## src/rtl/ram_arbiter_if.sv

```systemverilog
// Requester-side access port of the shared-RAM arbiter: request/grant handshake plus read return.
interface ram_arbiter_if #(
  parameter int ADDR_WIDTH = 13,
  parameter int DATA_WIDTH = 7
);
  logic                  req;
  logic                  we;
  logic [ADDR_WIDTH-1:0] addr;
  logic [DATA_WIDTH-1:0] wdata;
  logic                  gnt;
  logic                  rvalid;
  logic [DATA_WIDTH-1:0] rdata;

  modport master (
    output req, we, addr, wdata,
    input  gnt, rvalid, rdata
  );

  modport slave (
    input  req, we, addr, wdata,
    output gnt, rvalid, rdata
  );
endinterface

```

## src/rtl/ram_arbiter.sv

```systemverilog
// Two-way round-robin arbiter and clear engine in front of a 1W/1R synchronous RAM;
// read data comes back one cycle late and is tagged to the requester that issued it.
module ram_arbiter #(
  parameter int                    ADDR_WIDTH  = 13,
  parameter int                    DATA_WIDTH  = 7,
  parameter logic [DATA_WIDTH-1:0] CLEAR_VALUE = '0
) (
  input  logic                  clk,
  input  logic                  rst,
  ram_arbiter_if.slave          req0_if,
  ram_arbiter_if.slave          req1_if,
  input  logic                  clear_start_i,
  output logic                  busy_o,
  output logic                  clear_done_o,
  output logic                  ram_we_o,
  output logic [ADDR_WIDTH-1:0] ram_addr_w_o,
  output logic [ADDR_WIDTH-1:0] ram_addr_r_o,
  output logic [DATA_WIDTH-1:0] ram_din_o,
  input  logic [DATA_WIDTH-1:0] ram_dout_i
);

  typedef enum logic {IDLE, CLEAR} state_e;

  localparam logic [ADDR_WIDTH-1:0] LAST_ADDR = '1;
  localparam logic [ADDR_WIDTH-1:0] ONE       = ADDR_WIDTH'(1);

  state_e                state_q;
  logic                  prio_q;
  logic                  rvalid0_q, rvalid1_q;
  logic                  busy_q, clear_done_q;
  logic [ADDR_WIDTH-1:0] cnt_q;
  logic [ADDR_WIDTH-1:0] addr_w_q, addr_r_q;
  logic [DATA_WIDTH-1:0] din_q;

  logic                  gnt0, gnt1;
  logic                  gnt_we;
  logic [ADDR_WIDTH-1:0] gnt_addr;
  logic [DATA_WIDTH-1:0] gnt_wdata;
  logic                  ram_we_d;
  logic [ADDR_WIDTH-1:0] addr_w_d, addr_r_d;
  logic [DATA_WIDTH-1:0] din_d;

  always_comb begin
    // NOTE: every output gets a default before any branch, so no latch is inferred.
    gnt0      = 1'b0;
    gnt1      = 1'b0;
    ram_we_d  = 1'b0;
    addr_w_d  = addr_w_q;
    addr_r_d  = addr_r_q;
    din_d     = din_q;

    if (!rst && state_q == IDLE) begin
      gnt0 = req0_if.req && (!req1_if.req || !prio_q);
      gnt1 = req1_if.req && (!req0_if.req ||  prio_q);
    end

    gnt_we    = gnt0 ? req0_if.we    : req1_if.we;
    gnt_addr  = gnt0 ? req0_if.addr  : req1_if.addr;
    gnt_wdata = gnt0 ? req0_if.wdata : req1_if.wdata;

    if (!rst && state_q == CLEAR) begin
      ram_we_d = 1'b1;
      addr_w_d = cnt_q;
      din_d    = CLEAR_VALUE;
    end else if (gnt0 || gnt1) begin
      if (gnt_we) begin
        ram_we_d = 1'b1;
        addr_w_d = gnt_addr;
        din_d    = gnt_wdata;
      end else begin
        addr_r_d = gnt_addr;
      end
    end
  end

  // Address/data registers only remember the last driven value so idle cycles replay it.
  always_ff @(posedge clk) begin
    // NOTE: sequential state uses non-blocking assignments only.
    if (rst) begin
      state_q      <= IDLE;
      prio_q       <= 1'b0;
      cnt_q        <= '0;
      rvalid0_q    <= 1'b0;
      rvalid1_q    <= 1'b0;
      busy_q       <= 1'b0;
      clear_done_q <= 1'b0;
      addr_w_q     <= '0;
      addr_r_q     <= '0;
      din_q        <= '0;
    end else begin
      addr_w_q     <= addr_w_d;
      addr_r_q     <= addr_r_d;
      din_q        <= din_d;
      rvalid0_q    <= gnt0 && !req0_if.we;
      rvalid1_q    <= gnt1 && !req1_if.we;
      clear_done_q <= 1'b0;

      if (gnt0)      prio_q <= 1'b1;
      else if (gnt1) prio_q <= 1'b0;

      case (state_q)
        IDLE: begin
          if (clear_start_i) begin
            state_q <= CLEAR;
            busy_q  <= 1'b1;
          end
        end
        CLEAR: begin
          if (cnt_q == LAST_ADDR) begin
            state_q      <= IDLE;
            busy_q       <= 1'b0;
            clear_done_q <= 1'b1;
            cnt_q        <= '0;
          end else begin
            cnt_q <= cnt_q + ONE;
          end
        end
        default: state_q <= IDLE;
      endcase
    end
  end

  assign req0_if.gnt    = gnt0;
  assign req1_if.gnt    = gnt1;
  assign req0_if.rvalid = rvalid0_q;
  assign req1_if.rvalid = rvalid1_q;
  assign req0_if.rdata  = ram_dout_i;
  assign req1_if.rdata  = ram_dout_i;

  assign busy_o       = busy_q;
  assign clear_done_o = clear_done_q;
  assign ram_we_o     = ram_we_d;
  assign ram_addr_w_o = addr_w_d;
  assign ram_addr_r_o = addr_r_d;
  assign ram_din_o    = din_d;

endmodule

```

## src/flat_wrapper.sv

```systemverilog
// flat-port wrapper written by rule: the top's interface ports become plain ports
module ram_arbiter_flat 
#(
  parameter int                    ADDR_WIDTH  = 13,
  parameter int                    DATA_WIDTH  = 7,
  parameter logic [DATA_WIDTH-1:0] CLEAR_VALUE = '0
)
  (clk, rst, clear_start_i, busy_o, clear_done_o, ram_we_o, ram_addr_w_o, ram_addr_r_o, ram_din_o, ram_dout_i, req0_if_req, req0_if_we, req0_if_addr, req0_if_wdata, req0_if_gnt, req0_if_rvalid, req0_if_rdata, req1_if_req, req1_if_we, req1_if_addr, req1_if_wdata, req1_if_gnt, req1_if_rvalid, req1_if_rdata);
  ram_arbiter_if #(.ADDR_WIDTH(ADDR_WIDTH), .DATA_WIDTH(DATA_WIDTH)) req0_if_i ();
  ram_arbiter_if #(.ADDR_WIDTH(ADDR_WIDTH), .DATA_WIDTH(DATA_WIDTH)) req1_if_i ();
  input  logic clk;
  input  logic rst;
  input  logic clear_start_i;
  output logic busy_o;
  output logic clear_done_o;
  output logic ram_we_o;
  output logic [ADDR_WIDTH-1:0] ram_addr_w_o;
  output logic [ADDR_WIDTH-1:0] ram_addr_r_o;
  output logic [DATA_WIDTH-1:0] ram_din_o;
  input  logic [DATA_WIDTH-1:0] ram_dout_i;
  input wire logic [$bits(req0_if_i.req)-1:0] req0_if_req;
  input wire logic [$bits(req0_if_i.we)-1:0] req0_if_we;
  input wire logic [$bits(req0_if_i.addr)-1:0] req0_if_addr;
  input wire logic [$bits(req0_if_i.wdata)-1:0] req0_if_wdata;
  output wire logic [$bits(req0_if_i.gnt)-1:0] req0_if_gnt;
  output wire logic [$bits(req0_if_i.rvalid)-1:0] req0_if_rvalid;
  output wire logic [$bits(req0_if_i.rdata)-1:0] req0_if_rdata;
  input wire logic [$bits(req1_if_i.req)-1:0] req1_if_req;
  input wire logic [$bits(req1_if_i.we)-1:0] req1_if_we;
  input wire logic [$bits(req1_if_i.addr)-1:0] req1_if_addr;
  input wire logic [$bits(req1_if_i.wdata)-1:0] req1_if_wdata;
  output wire logic [$bits(req1_if_i.gnt)-1:0] req1_if_gnt;
  output wire logic [$bits(req1_if_i.rvalid)-1:0] req1_if_rvalid;
  output wire logic [$bits(req1_if_i.rdata)-1:0] req1_if_rdata;
  assign req0_if_i.req = req0_if_req;
  assign req0_if_i.we = req0_if_we;
  assign req0_if_i.addr = req0_if_addr;
  assign req0_if_i.wdata = req0_if_wdata;
  assign req0_if_gnt = req0_if_i.gnt;
  assign req0_if_rvalid = req0_if_i.rvalid;
  assign req0_if_rdata = req0_if_i.rdata;
  assign req1_if_i.req = req1_if_req;
  assign req1_if_i.we = req1_if_we;
  assign req1_if_i.addr = req1_if_addr;
  assign req1_if_i.wdata = req1_if_wdata;
  assign req1_if_gnt = req1_if_i.gnt;
  assign req1_if_rvalid = req1_if_i.rvalid;
  assign req1_if_rdata = req1_if_i.rdata;
  ram_arbiter #(.ADDR_WIDTH(ADDR_WIDTH), .DATA_WIDTH(DATA_WIDTH), .CLEAR_VALUE(CLEAR_VALUE)) u_core (.clk(clk), .rst(rst), .req0_if(req0_if_i), .req1_if(req1_if_i), .clear_start_i(clear_start_i), .busy_o(busy_o), .clear_done_o(clear_done_o), .ram_we_o(ram_we_o), .ram_addr_w_o(ram_addr_w_o), .ram_addr_r_o(ram_addr_r_o), .ram_din_o(ram_din_o), .ram_dout_i(ram_dout_i));
endmodule
```

## config.mk

```make
export PLATFORM = sky130hd
export DESIGN_NAME = ram_arbiter_flat
export DESIGN_NICKNAME = d
export VERILOG_FILES = /design/src/rtl/ram_arbiter_if.sv /design/src/rtl/ram_arbiter.sv /design/src/flat_wrapper.sv
export SDC_FILE = /design/constraint.sdc
export NUM_CORES = 1
export LEC_CHECK = 0
export BUFFER_PORTS_ARGS = -buffer_cell sky130_fd_sc_hd__buf_2
export CAP_MARGIN = 20
export CORE_ASPECT_RATIO = 2
export CORE_MARGIN = 4
export CORE_UTILIZATION = 46
export CTS_CLUSTER_SIZE = 8
export DETAILED_ROUTE_END_ITERATION = 16
export PLACE_DENSITY = 0.84
export SLEW_MARGIN = 25
export SYNTH_ARGS = -nofsm -noshare
export SYNTH_HDL_FRONTEND = slang
export SYNTH_SLANG_ARGS = --single-unit
```

## constraint.sdc

```tcl
create_clock -name clk -period 4.4 [get_ports clk]
set_input_delay 1.1 -clock clk [delete_from_list [all_inputs] [get_ports clk]]
set_output_delay 1.1 -clock clk [all_outputs]
set_load 0.03 [all_outputs]
```

== After elaboration in Yosys (flattened, before gate mapping) ==
Index checks and enable logic that the tools add are counted.

* Add/subtract/negate cells: 1
* Eq/ne operators: 3
* Muxes and demuxes: 27
* Bitwise gates (word level): 1
* Reductions and logical operators: 18

{| class="wikitable"
|+ Operators by type and width
! operator !! number
|-
| $mux 13 || 8
|-
| $mux 7 || 4
|-
| $add 13x1->13 const B || 1
|-
| $eq 13x13->1 const B || 1
|-
| $mux 1 || 13
|-
| $logic_and 1x1->1 || 6
|-
| $logic_not 1->1 || 6
|-
| $ne 2x2->1 const B || 2
|-
| $pmux 1 s2 || 2
|-
| $logic_or 1x1->1 || 3
|-
| $reduce_and 2->1 || 1
|-
| $reduce_bool 2->1 || 1
|-
| $reduce_or 2->1 || 1
|-
| $not 1->1 || 1
|}

* Register bits after elaboration: 52
* Input port bits: 54
* Output and inout port bits: 54
* Word-level logic and storage cells: 60

== Depth between registers and ports, before layout ==
* Depth in word-level cells: 8
* Gate-level depth with buffers: 7
* Gate-level depth less buffers: 5

== Worst setup path after synthesis ==
OpenSTA, ideal clock, no wires.

* Path type: input -> output
* Start point: in rst
* End point: out ram_din_o[0]
* Data arrival time: 2.656 ns
* Required time: 3.300 ns
* Slack: 0.644 ns
* Stages on the path: 6
* Path buffers: 2
* Path through: or2_1 -> buf_6 -> nor2_4 -> buf_2 -> a21oi_1 -> a211oi_1

* Word-level cells in the longest chain between the ends: 7
* Elaborated cells between the ends (all ways): 11
* Classes of those cells: 7 x mux; 4 x reduce/logical

{| class="wikitable"
|+ RTL lines
! what !! RTL line !! text
|-
| start, declared || flat_wrapper.sv:12 || <nowiki>input logic rst;</nowiki>
|-
| $logic_not 1->1 * || ram_arbiter.sv:52, ram_arbiter.sv:61 ||
|-
| $logic_and 1x1->1 || ram_arbiter.sv:52 || <nowiki>if (!rst && state_q == IDLE) begin</nowiki>
|-
| $mux 1 || ram_arbiter.sv:52 ||
|-
| $mux 7 / $mux 1 (equally long branches) || ram_arbiter.sv:59, ram_arbiter.sv:57 ||
|-
| $mux 7 || ram_arbiter.sv:66 || <nowiki>if (gnt_we) begin</nowiki>
|-
| $mux 7 || ram_arbiter.sv:65 || <nowiki>end else if (gnt0 || gnt1) begin</nowiki>
|-
| $mux 7 * || ram_arbiter.sv:61 || <nowiki>if (!rst && state_q == CLEAR) begin</nowiki>
|-
| end, declared || flat_wrapper.sv:19 || <nowiki>output logic [DATA_WIDTH-1:0] ram_din_o;</nowiki>
|}

Mark *: on every way between the ends. The rest lies on a longest branch, timed or not.

== Final worst setup path ==
* Start point: in rst
* End point: out ram_din_o[1]

The elaborated chain is that of the path after synthesis.

==> impl_metrics.ini <==
[timing]
slew_violations = 0
hold_viol = 0
max_freq_mhz = 248.8
rsz0062_at_grt = no
relSlewSlack_pct = 51.06
fin_crit_sh_pct = 91.34
fin_crit_ns = 4.019
finalSetupViolCount = 0
finClkSkew_ns = 0.003654
tns_ns = 0
tightestPinTransition_ns = 0.7156

[route]
drcViolationCount = 0
drt_iter0_drc = 110
via_count = 2774
wl_um = 7974
drtPass1Iterations = 4
post_drt_wl_per_cell_um = 16.17
ant_nets = 0
via_per_inst = 5.627

[hold_path]
worstHoldPathCells = 2
hold_path_end = u_core.addr_r_q[2]$_SDFF_PP0_
hp-class = reg2reg
min_from = u_core.addr_r_q[2]$_SDFF_PP0_

[synthesis]
yosysTopAreaCell = dfxtp_1
seq_area_frac_synth_pct = 33.97
netlist_top_cells_count = dfxtp_1 (52), o211ai_1 (52), mux2i_1 (39), nand2_1 (20), nand2b_1 (19)
synth_area_um2 = 3064
async_flop_share_pct = 0
synth_enable_flop_cells = 0
synthCells = 344
ys.flop_type = dfxtp_1
yosys-top-cells-area = dfxtp_1 (34%), mux2i_1 (13%), o211ai_1 (13%)
yosys_warnings = 0
synth_top_area_share_pct = 33.97
synth_fp_nets = 399
synth-seq-cells = 52
ys_types = 42
syn_area_per_cell_um2 = 8.908

[critical_path]
cp_cell_sequence = buf_2 -> nor2_2 -> buf_4 -> o21ai_2 -> a2111oi_0 -> nor3_1 -> buf_2
critPathKind = in2out
reg2reg_to = u_core.addr_w_q[11]$_SDFF_PP0_
critPathRequiredTime_ns = 3.30
max_stage_delay_ns = 0.69
worstReg2RegStart = u_core.state_q$_SDFF_PP0_
cp_slowest_cell = a2111oi_0
cpMostUsedCell = buf_2
r2r_setup_slack_ns = 2.27
crit_arrival_ns = 2.92
crit_path_start_kind = input pin
endpoint_kind = primary output
crit_fanout = 21
r2r_cells = 6

[grt]
grt_first_pass_wirelength_um = 12900
grtUsageMet2_pct = 36.77
grt_start_max_net_pins = 27
grt_util_all_layers_pct = 20.55
grtUsageMet3_pct = 2.909
antenna_found_initial = 0
grt_pass1_vias = 2771
busiest_layer = met2
grt_overflow = 0
grt_use_met1_pct = 21.57

[clock_network]
cts_max_level = 2
cts_buffers = 5
postCtsSetupRepairBufs = 0
clock_latency_ns = 0.29
cts-root-buf = clkbuf_16
clk_pin_slew_ns = 0.06
cts_max_path_buffers = 2
cts_resized = 0
cts_tree = done
cts_sinks = 52
postCtsHoldBufs = 0

[power]
peakVddDrop_v = 0.0002460
power.total_mw = 1.225
power.density_nw_per_um2 = 339.3
power_leakage_nw = 1.644

[die]
initial_core_util_pct = 47.79
design.core.area_um2 = 6412
dieArea_um2 = 8110
ios = 108
die_w_um = 65.71
std_cell_rows = 41
die_height_um = 123.4

[placed_design]
port_buffers = 86
place_congestion = 0.8890
hpwl_um = 6015

[run_status]
status = finished, final reports clean

[final_layout]
syn_to_final_growth_pct = 17.76
finalNetCount = 461
num_antenna_cells = 0
drive_gt1_share_pct = 28.99

[run]
max-cap-violations = 0
[routing by layer]
| layer | routed length (um) | part of all wire [%] |
|---|---|---|
| met5 | 0 | 0 |
| met1 | 2882 | 36 |
| met2 | 4554 | 57 |
| met4 | 209 | 2.6 |
| met3 | 327 | 4.1 |
[power breakdown]
part / internal (mW) / switching [mW] / total (mW)
Combinational: 0.100 / 0.182 / 0.282
Sequential: 0.495 / 0.0150 / 0.510
Clock: 0.268 / 0.165 / 0.432
[critical path: cells and delay by family]
kind	cells	cell delay (ns)
buffers and inverters	3	0.62
and+or+nand+nor	2	0.30
AOI/OAI and AO/OA	2	0.87
[registers in the layout, indices dropped and copies added, names as in the netlist]
signal and count:
u_core.addr_r_q 13, u_core.din_q 7, u_core.state_q 1, u_core.addr_w_q 13
u_core.prio_q 1, u_core.cnt_q 13, u_core.busy_o 1, u_core.clear_done_o 1
u_core.req1_if.rvalid 1, u_core.req0_if.rvalid 1
[area by class of cell]
type	count	area (um^2)
fillers	580	2804
multi-input cells	237	1709
flip-flops and latches	52	1041
repair buffers	95	530.5
clock buffers	6	128.9
well taps	86	107.6
inverters	15	56.30
clock inverters	2	35.03
[cells by family after synthesis]
family | after synthesis | share of synthesized area [%]
flops | 52 | 33.97
buf+inv | 55 | 10.74
simple gates | 98 | 16.78
compound gates | 87 | 21.27
xor+xnor | 10 | 2.858
fa+ha+maj | 1 | 0.4083
mux | 41 | 13.96
[metrics by stage]
| step | area (um^2) | hold WS, ns | util, % | worst slack, ns | instances |
|---|---|---|---|---|---|
| after floorplan | 3064 | 0.4525 | - | 0.6435 | 344 |
| after global placement | 3417 | 0.4623 | 53.29 | 0.3210 | 484 |
| after detailed placement | 3417 | 0.4666 | 53.29 | 0.2387 | 484 |
| after CTS | 3581 | 0.4797 | 55.84 | 0.2334 | 492 |
| after global routing | 3608 | 0.5038 | 56.27 | 0.2282 | 493 |
| final | 3608 | 0.4751 | 56.27 | 0.3811 | 493 |
[worst max path at each step]
| stage | slack, ns | start | to | cells after the start |
|---|---|---|---|---|
| after floorplan | 0.64 | rst | ram_din_o[0] | 6 |
| after global placement | 0.32 | req0_if_req | ram_addr_r_o[9] | 6 |
| after detailed placement | 0.24 | req0_if_req | ram_addr_r_o[10] | 6 |
| after CTS | 0.23 | req0_if_req | ram_addr_r_o[0] | 6 |
| after global routing | 0.23 | rst | ram_din_o[1] | 7 |
| final | 0.38 | rst | ram_din_o[1] | 7 |
[layout by cell type, fill, tap and decap left out, types with 2 or more instances in the layout]
master     instances
buf_4              7
nor2_1            17
nor4_1             2
o21bai_1           2
buf_2             86
nand3_1            3
nand2_2            2
nor3_2             2
nand2b_1          19
xor2_1             4
inv_1             15
nor2b_1            4
a21oi_1           11
nand2_1           20
mux2i_1           39
o211ai_1          52
dfxtp_1           52
nand4_1            6
o21ai_0            4
xnor2_1            6
and3_1             8
nor3_1            12
a211oi_1           4
clkbuf_16          5
a2111oi_2          3
(Power assumes the default switching activity.)
